File: config.mk
export PLATFORM = sky130hd
export DESIGN_NAME = mem_stage_lsu_flat
export DESIGN_NICKNAME = d
export VERILOG_FILES = /design/src/rtl/mem_stage_lsu_pkg.sv /design/src/rtl/mem_stage_lsu_if.sv /design/src/rtl/mem_stage_lsu_align.sv /design/src/rtl/mem_stage_lsu.sv /design/src/flat_wrapper.sv
export SDC_FILE = /design/constraint.sdc
export NUM_CORES = 1
export LEC_CHECK = 0
export CAP_MARGIN = 10
export CORE_UTILIZATION = 48
export CTS_CLUSTER_DIAMETER = 30
export DETAILED_ROUTE_END_ITERATION = 10
export GPL_ROUTABILITY_DRIVEN = 0
export PLACE_DENSITY_LB_ADDON = 0.2
export SYNTH_ARGS = -nofsm -noshare
export SYNTH_HDL_FRONTEND = slang
export SYNTH_SLANG_ARGS = --single-unit
File: constraint.sdc
create_clock -name clk -period 4.5 [get_ports clk]
set_input_delay 0.9 -clock clk [delete_from_list [all_inputs] [get_ports clk]]
set_output_delay 0.9 -clock clk [all_outputs]
set_load 0.05 [all_outputs]
File: src/rtl/mem_stage_lsu_pkg.sv
// mem_pkg: memory op encoding, op-class helpers and byte-lane select constants shared by the MEM stage.
package mem_pkg;

    typedef enum logic [3:0] {
        OP_NONE = 4'd0,
        OP_LB   = 4'd1,
        OP_LBU  = 4'd2,
        OP_LH   = 4'd3,
        OP_LHU  = 4'd4,
        OP_LW   = 4'd5,
        OP_SB   = 4'd6,
        OP_SH   = 4'd7,
        OP_SW   = 4'd8
    } mem_op_t;

    localparam logic [3:0] SEL_NONE    = 4'b0000;
    localparam logic [3:0] SEL_BYTE0   = 4'b0001;
    localparam logic [3:0] SEL_LO_HALF = 4'b0011;
    localparam logic [3:0] SEL_HI_HALF = 4'b1100;
    localparam logic [3:0] SEL_WORD    = 4'b1111;

    function automatic logic is_load(input mem_op_t op);
        return (op == OP_LB) || (op == OP_LBU) || (op == OP_LH) ||
               (op == OP_LHU) || (op == OP_LW);
    endfunction

    function automatic logic is_store(input mem_op_t op);
        return (op == OP_SB) || (op == OP_SH) || (op == OP_SW);
    endfunction

    function automatic logic is_half(input mem_op_t op);
        return (op == OP_LH) || (op == OP_LHU) || (op == OP_SH);
    endfunction

    function automatic logic is_word(input mem_op_t op);
        return (op == OP_LW) || (op == OP_SW);
    endfunction

endpackage

File: src/rtl/mem_stage_lsu_if.sv
// Data-RAM port bundle: the LSU is master (drives enable/sel/addr/wdata), the RAM is slave (returns rdata combinationally).
interface mem_stage_lsu_if #(
    parameter int ADDR_W = 32,
    parameter int DATA_W = 32
);
    logic              dm_en;
    logic              dm_we;
    logic [3:0]        dm_sel;
    logic [ADDR_W-1:0] dm_addr;
    logic [DATA_W-1:0] dm_wdata;
    logic [DATA_W-1:0] dm_rdata;

    modport master (
        output dm_en, dm_we, dm_sel, dm_addr, dm_wdata,
        input  dm_rdata
    );

    modport slave (
        input  dm_en, dm_we, dm_sel, dm_addr, dm_wdata,
        output dm_rdata
    );
endinterface

File: src/rtl/mem_stage_lsu_align.sv
// lsu_align: combinational store lane replication / byte-select and load lane extract + sign/zero extend.
// Zero latency; no state, so no backpressure of its own.
module lsu_align
    import mem_pkg::*;
(
    input  mem_op_t     i_op,
    input  logic [1:0]  i_addr_lo,
    input  logic [31:0] i_wdata,
    input  logic [31:0] i_rdata,
    output logic [3:0]  o_sel,
    output logic [31:0] o_wdata,
    output logic [31:0] o_load_data
);

    logic [7:0]  w_byte;
    logic [15:0] w_half;

    always_comb begin
        o_sel   = SEL_NONE;
        o_wdata = 32'd0;
        case (i_op)
            OP_SB: begin
                o_sel   = SEL_BYTE0 << i_addr_lo;
                o_wdata = {4{i_wdata[7:0]}};
            end
            OP_SH: begin
                o_sel   = i_addr_lo[1] ? SEL_HI_HALF : SEL_LO_HALF;
                o_wdata = {2{i_wdata[15:0]}};
            end
            OP_SW: begin
                o_sel   = SEL_WORD;
                o_wdata = i_wdata;
            end
            default: ;
        endcase
    end

    always_comb begin
        w_byte = i_rdata[7:0];
        case (i_addr_lo)
            2'd1:    w_byte = i_rdata[15:8];
            2'd2:    w_byte = i_rdata[23:16];
            2'd3:    w_byte = i_rdata[31:24];
            default: w_byte = i_rdata[7:0];
        endcase
        // Halfword lane follows addr[1] only; addr[0] is ignored when misaligned.
        w_half = i_addr_lo[1] ? i_rdata[31:16] : i_rdata[15:0];
    end

    always_comb begin
        o_load_data = 32'd0;
        case (i_op)
            OP_LB:   o_load_data = {{24{w_byte[7]}}, w_byte};
            OP_LBU:  o_load_data = {24'd0, w_byte};
            OP_LH:   o_load_data = {{16{w_half[15]}}, w_half};
            OP_LHU:  o_load_data = {16'd0, w_half};
            OP_LW:   o_load_data = i_rdata;
            default: o_load_data = 32'd0;
        endcase
    end

endmodule

File: src/rtl/mem_stage_lsu.sv
// mem_stage_lsu: EX/MEM and MEM/WB registers around the data RAM; load result reaches WB one cycle after MEM.
// stall_i freezes both registers and blocks RAM writes; flush_i bubbles EX/MEM. MEM_ADDR_EXC_EN enables misalignment faults.
module mem_stage_lsu
    import mem_pkg::*;
#(
    parameter int ADDR_W = 32,
    parameter int DATA_W = 32
) (
    input  logic              clk,
    input  logic              rstn,
    input  logic              stall_i,
    input  logic              flush_i,
    input  logic              ex_valid,
    input  mem_op_t           ex_mem_op,
    input  logic [ADDR_W-1:0] ex_addr,
    input  logic [DATA_W-1:0] ex_wdata,
    input  logic [DATA_W-1:0] ex_alu_res,
    input  logic [4:0]        ex_wreg,
    input  logic              ex_wreg_en,
    mem_stage_lsu_if.master   dm,
    output logic [4:0]        mem_wreg,
    output logic              mem_wreg_en,
    output logic              mem_is_load,
    output logic              wb_valid,
    output logic [4:0]        wb_wreg,
    output logic              wb_wreg_en,
    output logic [DATA_W-1:0] wb_data,
    output logic              wb_exc
);

    logic              r_m_valid;
    mem_op_t           r_m_op;
    logic [ADDR_W-1:0] r_m_addr;
    logic [DATA_W-1:0] r_m_wdata;
    logic [DATA_W-1:0] r_m_alu_res;
    logic [4:0]        r_m_wreg;
    logic              r_m_wreg_en;

    logic              r_wb_valid;
    logic [4:0]        r_wb_wreg;
    logic              r_wb_wreg_en;
    logic [DATA_W-1:0] r_wb_data;

    logic              w_exc;
    logic              w_is_load;
    logic              w_is_store;
    logic [3:0]        w_sel;
    logic [31:0]       w_wdata_lane;
    logic [31:0]       w_load_data;

    always_ff @(posedge clk) begin
        if (!rstn) begin
            r_m_valid   <= 1'b0;
            r_m_op      <= OP_NONE;
            r_m_addr    <= '0;
            r_m_wdata   <= '0;
            r_m_alu_res <= '0;
            r_m_wreg    <= 5'd0;
            r_m_wreg_en <= 1'b0;
        end else if (flush_i) begin
            r_m_valid   <= 1'b0;
        end else if (!stall_i) begin
            r_m_valid   <= ex_valid;
            r_m_op      <= ex_mem_op;
            r_m_addr    <= ex_addr;
            r_m_wdata   <= ex_wdata;
            r_m_alu_res <= ex_alu_res;
            r_m_wreg    <= ex_wreg;
            r_m_wreg_en <= ex_wreg_en;
        end
    end

    assign w_is_load  = is_load(r_m_op);
    assign w_is_store = is_store(r_m_op);

`ifdef MEM_ADDR_EXC_EN
    assign w_exc = r_m_valid &
                   ((is_half(r_m_op) & r_m_addr[0]) |
                    (is_word(r_m_op) & (|r_m_addr[1:0])));
`else
    assign w_exc = 1'b0;
`endif

    lsu_align u_align (
        .i_op        (r_m_op),
        .i_addr_lo   (r_m_addr[1:0]),
        .i_wdata     (r_m_wdata[31:0]),
        .i_rdata     (dm.dm_rdata[31:0]),
        .o_sel       (w_sel),
        .o_wdata     (w_wdata_lane),
        .o_load_data (w_load_data)
    );

    // rstn gates enable/write directly so a store in flight cannot land on the reset edge.
    assign dm.dm_en    = rstn & r_m_valid & (w_is_load | w_is_store) & ~w_exc;
    assign dm.dm_we    = rstn & r_m_valid & w_is_store & ~stall_i & ~w_exc;
    assign dm.dm_sel   = w_sel;
    assign dm.dm_addr  = r_m_addr;
    assign dm.dm_wdata = w_wdata_lane;

    assign mem_wreg    = r_m_wreg;
    assign mem_wreg_en = r_m_wreg_en & r_m_valid;
    assign mem_is_load = r_m_valid & w_is_load;

    always_ff @(posedge clk) begin
        if (!rstn) begin
            r_wb_valid   <= 1'b0;
            r_wb_wreg    <= 5'd0;
            r_wb_wreg_en <= 1'b0;
            r_wb_data    <= '0;
        end else if (!stall_i) begin
            r_wb_valid   <= r_m_valid;
            r_wb_wreg    <= r_m_wreg;
            r_wb_wreg_en <= r_m_wreg_en & r_m_valid & ~w_exc;
            r_wb_data    <= w_is_load ? w_load_data : r_m_alu_res;
        end
    end

`ifdef MEM_ADDR_EXC_EN
    logic r_wb_exc;

    always_ff @(posedge clk) begin
        if (!rstn) begin
            r_wb_exc <= 1'b0;
        end else if (!stall_i) begin
            r_wb_exc <= w_exc;
        end
    end

    assign wb_exc = r_wb_exc;
`else
    assign wb_exc = 1'b0;
`endif

    assign wb_valid   = r_wb_valid;
    assign wb_wreg    = r_wb_wreg;
    assign wb_wreg_en = r_wb_wreg_en;
    assign wb_data    = r_wb_data;

endmodule

File: src/flat_wrapper.sv
// flat-port wrapper written by rule: the top's interface ports become plain ports
module mem_stage_lsu_flat import mem_pkg::*;
#(
    parameter int ADDR_W = 32,
    parameter int DATA_W = 32
)
  (clk, rstn, stall_i, flush_i, ex_valid, ex_mem_op, ex_addr, ex_wdata, ex_alu_res, ex_wreg, ex_wreg_en, mem_wreg, mem_wreg_en, mem_is_load, wb_valid, wb_wreg, wb_wreg_en, wb_data, wb_exc, dm_dm_en, dm_dm_we, dm_dm_sel, dm_dm_addr, dm_dm_wdata, dm_dm_rdata);
  mem_stage_lsu_if #(.ADDR_W(ADDR_W), .DATA_W(DATA_W)) dm_i ();
  input  logic clk;
  input  logic rstn;
  input  logic stall_i;
  input  logic flush_i;
  input  logic ex_valid;
  input  mem_op_t ex_mem_op;
  input  logic [ADDR_W-1:0] ex_addr;
  input  logic [DATA_W-1:0] ex_wdata;
  input  logic [DATA_W-1:0] ex_alu_res;
  input  logic [4:0] ex_wreg;
  input  logic ex_wreg_en;
  output logic [4:0] mem_wreg;
  output logic mem_wreg_en;
  output logic mem_is_load;
  output logic wb_valid;
  output logic [4:0] wb_wreg;
  output logic wb_wreg_en;
  output logic [DATA_W-1:0] wb_data;
  output logic wb_exc;
  output wire logic [$bits(dm_i.dm_en)-1:0] dm_dm_en;
  output wire logic [$bits(dm_i.dm_we)-1:0] dm_dm_we;
  output wire logic [$bits(dm_i.dm_sel)-1:0] dm_dm_sel;
  output wire logic [$bits(dm_i.dm_addr)-1:0] dm_dm_addr;
  output wire logic [$bits(dm_i.dm_wdata)-1:0] dm_dm_wdata;
  input wire logic [$bits(dm_i.dm_rdata)-1:0] dm_dm_rdata;
  assign dm_dm_en = dm_i.dm_en;
  assign dm_dm_we = dm_i.dm_we;
  assign dm_dm_sel = dm_i.dm_sel;
  assign dm_dm_addr = dm_i.dm_addr;
  assign dm_dm_wdata = dm_i.dm_wdata;
  assign dm_i.dm_rdata = dm_dm_rdata;
  mem_stage_lsu #(.ADDR_W(ADDR_W), .DATA_W(DATA_W)) u_core (.clk(clk), .rstn(rstn), .stall_i(stall_i), .flush_i(flush_i), .ex_valid(ex_valid), .ex_mem_op(ex_mem_op), .ex_addr(ex_addr), .ex_wdata(ex_wdata), .ex_alu_res(ex_alu_res), .ex_wreg(ex_wreg), .ex_wreg_en(ex_wreg_en), .dm(dm_i), .mem_wreg(mem_wreg), .mem_wreg_en(mem_wreg_en), .mem_is_load(mem_is_load), .wb_valid(wb_valid), .wb_wreg(wb_wreg), .wb_wreg_en(wb_wreg_en), .wb_data(wb_data), .wb_exc(wb_exc));
endmodule
==> qor.txt, run 1 <==
Status: completed
Multiplexer share of the synthesized area: 4.63%
Startpoint Class: register
Synth warn: 0
Die Y: 120 µm
Root Buffer: clkbuf_16
Post-synth top area share: 43.8%
Main synth FF type: dfxtp_1
Setup Skew: 0.00671 ns
Total number of vias: 6822
Crit end category: output port
Initial DRC count: 544
GRT Residual Overflow: 0
Fin util: 74.0%
Fillers: 1031
Peak supply drop: 0.000286 V
Drt wl/cell: 17.7 µm
Clock Latency Late Sink: 0.43 ns
Setup Fix Bufs, Post-CTS: 0
Worst min path class: reg2reg
FF-to-FF path depth: 6
Flops & latches, synth: 146
Commonest cells in the synthesized netlist: 262 x nand2_1, 146 x dfxtp_1, 106 x a21boi_0
Avg Synthesized Cell Area: 8.17 µm²
Total of max-cap violations: 0
Bufs on Longest Clock Path: 2
Hpwl dp: 15.2 mm
Sequential area share after synthesis: 43.8%
Placement Rows: 42
First-pass GRT wire length: 33.8 mm
Total track usage: 30.5%
Adder-Cell Fraction of Synth Area: 0%
Min-delay src: u_core.dm.dm_addr[17]
Power Total: 3.47 mW
Clock period minus worst slack: 4.29 ns
PwrDens: 349 mW/mm²
# IOs: 260
Share of layout cells above drive strength 1: 6.76%
Vias/cell: 5.56
Post-synth EDFFs: 0
Post-DRT Antenna Nets: 0
Worst Path Arrival: 3.39 ns
Post-Route WL: 21.7 mm
Final Hold Vio Count: 0
H-tree levels: 4
Worst slew margin: 34.0%
Largest net degree at the start of global routing: 96
WHS Endpoint: u_core.dm.dm_addr[17]
Vias in the first global route: 6474
CP cell instances: nand2_1 > or2_2 > o21ai_1 > a22o_1 > clkdlybuf4s50_1
Slew Viols, Final: 0
Worst-margin pin slew: 0.982 ns
Antenna Diode Count: 0
Post-synthesis async set-or-reset flop share: 0%
DR DRC count: 0
Syn Inst Count: 817
Crit path largest cell delay: 0.80 ns
RR Endpoint: u_core.wb_data[21]
XOR/XNOR Fraction of Synth Area: 0.131%
Worst path top cell family by delay: buffers and inverters
Synth-to-Final Area Change: 48.5%
R2r setup slk: 2.05 ns
Slowest cell on the critical path: clkdlybuf4s50_1
CTS tree: yes
Largest family of logic cells by synthesized area: compound AO/OA/AOI/OAI gates
Clock sinks: 146
Achievable clock frequency: 0.233 GHz
Critical path type: reg2out
Port Buf Inserts: 258
Drt first pass iters: 5
RSZ-0062 raised after global routing: false
Worst reg2reg startpoint: u_core.dm.dm_addr[1]
Num CTS Buffers: 17
Leakage: 3.54 nW
CP required: 3.60 ns
Post-Synth Simple-Gate Area: 19.6%
# nets final: 1180
Cell Area, Synth: 0.00668 mm²
Core ar.: 0.0134 mm²
Worst-path clk slew: 0.06 ns
Period utilization: 95.2%
Final setup viols: 0
Netlist cell types: 46
Syn_nets: 960
Max FO, Critical Path: 19
Synth area leaders: dfxtp_1 44%, nand2_1 15%, a21boi_0 12%
Initial antenna violation count: 0
Most common cell in the netlist: nand2_1
Bufs and invs on worst path: 1
Hold path depth: 2
Die area: 0.0144 mm²
Initial core utilization: 49.8%
Setup TNS: 0 ns
Die width: 120 µm
Post-synth top area cell: dfxtp_1
Compound-Gate Fraction of Synth Area: 26.7%
-- worst reg2reg max path, stage by stage, from the launching register on --
cell and delay [ns]:
dfxtp_1 0.43, buf_4 0.37, mux4_2 0.60, o21a_4 0.24, a2111oi_4 0.31, buf_4 0.28, a21oi_1 0.11
-- state kept, by name (all words and copies together) (netlist names) --
register / count
u_core.dm.dm_addr: 32
u_core.mem_wreg: 5
u_core.r_m_alu_res: 32
u_core.r_m_op: 4
u_core.r_m_valid: 1
u_core.r_m_wdata: 32
u_core.r_m_wreg_en: 1
u_core.wb_data: 32
u_core.wb_valid: 1
u_core.wb_wreg: 5
u_core.wb_wreg_en: 1
-- area by class of cell --
cell class	count	area, µm²	area share [%]
tap	176	220	2.22
inverter	12	45.0	0.454
clock inverter	14	165	1.66
sequential	146	2920	29.5
multi-input combinational	588	3450	34.8
clock buffer	18	429	4.33
timing repair buffer	272	2690	27.1
-- routing by layer --
| layer | GRT usage, % | vias to the layer above | part of all wire (%) |
|---|---|---|---|
| met5 | 0 | - | 0 |
| met4 | 14.5 | 0 | 3.2 |
| met3 | 8.13 | 48 | 9.3 |
| met2 | 49.6 | 364 | 47 |
| met1 | 37.2 | 3155 | 40 |
| li1 | - | 3255 | - |
-- placed cells by master, fill, tap and decap left out, types with 17 or more instances in the layout --
master	instances
buf_4	17
nand2_1	262
dfxtp_1	146
o221ai_1	21
mux2i_1	23
clkdlybuf4s50_1	254
clkbuf_16	17
a21boi_0	106
a21oi_1	26
o21ai_0	22
-- cells by family (layout without fill, tap and decap cells) --
kind of cell	Yosys count	count (layout)
simple gates	317	317
other cells	1	1
xor+xnor	1	1
flops	146	146
compound gates	240	240
buf+inv	83	316
mux	29	29
-- timing repair --
item                                    4_1_cts  5_1_grt
resized for setup                             0        1
hold buffers                                  0        0
endpoints found under the setup margin        0       24
hold endpoints to repair                      0        0
-- worst max-delay path by stage --
stage                               from               to  slack [ns]  cells past startpoint
floorplan           u_core.dm.dm_addr[1]     dm_dm_sel[3]        0.90                      5
global placement        u_core.r_m_op[1]  dm_dm_wdata[12]        0.66                      5
detailed placement      u_core.r_m_op[1]  dm_dm_wdata[20]        0.61                      4
CTS                     u_core.r_m_op[1]  dm_dm_wdata[20]        0.16                      4
global route            u_core.r_m_op[1]   dm_dm_wdata[9]        0.06                      5
finish                  u_core.r_m_op[1]  dm_dm_wdata[12]        0.21                      5
-- stage by stage --
stage | instances | cell area (µm²) | hold slack, ns | setup slack (ns)
finish | 1226 | 9920 | 0.463 | 0.214
global route | 1226 | 9920 | 0.486 | 0.0563
CTS | 1225 | 9910 | 0.465 | 0.158
detailed placement | 1193 | 9310 | 0.457 | 0.609
global placement | 1193 | 9310 | 0.450 | 0.657
floorplan | 817 | 6680 | 0.439 | 0.903
-- report_power, final --
part,leakage (nW),internal (mW),switching (mW),total (mW)
logic,2.06,0.273,0.353,0.626
clock network,0.278,0.867,0.562,1.43
registers,1.20,1.36,0.0502,1.41
total,3.54,2.50,0.966,3.47
Note: power is estimated with default switching activity, not from simulation.
==> run 2, diff against run 1 <==
==> constraint.sdc (replaced) <==
create_clock -name clk -period 4.5 [get_ports clk]
set_input_delay 0.9 -clock clk [delete_from_list [all_inputs] [get_ports clk]]
set_output_delay 0.9 -clock clk [all_outputs]
set_load 0.02 [all_outputs]
==> qor.txt, run 2 (same netlist as run 1, synthesis figures left out) <==
Status: completed
Die Y: 120 µm
Final setup viols: 0
Drt wl/cell: 17.9 µm
Total number of vias: 6833
Commonest non-fill, non-tap cells in the layout: 262 x nand2_1, 257 x clkdlybuf4s50_1, 146 x dfxtp_1, 106 x a21boi_0, 26 x a21oi_1
CP required: 3.60 ns
Worst-margin pin slew: 0.882 ns
Period utilization: 91.6%
Vias in the first global route: 6686
Post-DRT Antenna Nets: 0
Register Area: 0.00292 mm²
DR DRC count: 0
Die width: 120 µm
Fillers: 1053
Core ar.: 0.0134 mm²
Final Hold Vio Count: 0
Worst min path class: reg2reg
Worst-path clk slew: 0.06 ns
Clock period minus worst slack: 4.12 ns
Die area: 0.0144 mm²
Clock sinks: 146
Antenna Diode Count: 0
Largest net degree at the start of global routing: 93
R2r setup slk: 2.02 ns
Root Buffer: clkbuf_16
Power Total: 3.38 mW
Startpoint Class: register
# nets final: 1181
Crit end category: output port
Setup Skew: 0.00830 ns
CP cell instances: nand2_1 > or2_2 > o21ai_1 > a22o_1 > clkdlybuf4s50_1
Critical path type: reg2out
Slew Viols, Final: 0
CTS tree: yes
Peak supply drop: 0.000238 V
PostCTS Resize Cnt: 0
Achievable clock frequency: 0.243 GHz
# IOs: 260
Leakage: 3.56 nW
H-tree levels: 4
Synth-to-Final Area Change: 49.0%
Initial core utilization: 49.8%
Total track usage: 30.9%
Crit path largest cell delay: 0.77 ns
Max FO, Critical Path: 19
Vias/cell: 5.57
Setup Fix Bufs, Post-CTS: 0
Total of max-cap violations: 0
Worst slew margin: 40.7%
Initial DRC count: 666
Slowest cell on the critical path: dfxtp_1
Placement Rows: 42
Post-Route WL: 22.0 mm
First-pass GRT wire length: 34.5 mm
Bufs on Longest Clock Path: 2
Area of the multi-input gates: 0.00344 mm²
PwrDens: 340 mW/mm²
Worst Path Arrival: 3.22 ns
Share of layout cells above drive strength 1: 6.57%
Cts hold-fix bufs: 0
GRT Residual Overflow: 0
Num CTS Buffers: 17
Worst path top cell family by delay: compound AO/OA/AOI/OAI gates
Bufs and invs on worst path: 1
Most common cell after layout, fill and taps aside: nand2_1
Hpwl dp: 15.4 mm
Setup TNS: 0 ns
RSZ-0062 raised after global routing: false
Port Buf Inserts: 258
Initial antenna violation count: 0
Clock Latency Late Sink: 0.42 ns
Drt first pass iters: 5
run 2: layer usage:
metal  routed length [µm]  GRT usage (%)  part of all wire, %  vias to the layer above
li1                     -              -                    -                     3255
met1                 8590           35.6                   39                     3204
met2                10500           51.4                   47                      328
met3                 2230           10.9                   10                       46
met4                  745           13.2                  3.4                        0
met5                    0              0                    0                        -
run 2: path summary, 6_finish.rpt:
path / from / to / cells past startpoint
worst max-delay path: u_core.r_m_op[1] / dm_dm_wdata[14] / 5
worst min-delay path: u_core.dm.dm_addr[27] / u_core.dm.dm_addr[27] / 2
worst max register to register: u_core.dm.dm_addr[1] / u_core.wb_data[24] / 6
worst min register to register: u_core.dm.dm_addr[27] / u_core.dm.dm_addr[27] / 2
run 2: power breakdown:
part           total, mW  internal, mW  switching, mW
Sequential          1.41          1.36         0.0537
Clock               1.43         0.855          0.578
Combinational      0.531         0.277          0.254
run 2: worst reg2reg max path, stage by stage, from the launching register on:
cell and delay, ns:
dfxtp_1 0.46, buf_4 0.37, mux4_2 0.60, o21a_4 0.24, a2111oi_4 0.31, buf_4 0.28
a21oi_1 0.11
run 2: through the flow:
| step | hold slack (ns) | util [%] | instances | worst slack, ns | area, µm² |
|---|---|---|---|---|---|
| finish | 0.462 | 74.2 | 1227 | 0.379 | 9950 |
| global route | 0.480 | 74.2 | 1227 | 0.187 | 9950 |
| CTS | 0.465 | 74.2 | 1227 | 0.426 | 9950 |
| detailed placement | 0.456 | 69.8 | 1195 | 0.921 | 9350 |
| global placement | 0.450 | 69.8 | 1195 | 0.998 | 9350 |
| floorplan | 0.439 | - | 817 | 1.52 | 6680 |
run 2: cell type report:
cell class              instances  area share [%]
flip-flops and latches        146            29.4
repair buffers                273            27.3
inverters                      12           0.453
well taps                     176            2.21
clock inverters                13            1.48
multi-input cells             588            34.6
clock buffers                  19            4.55
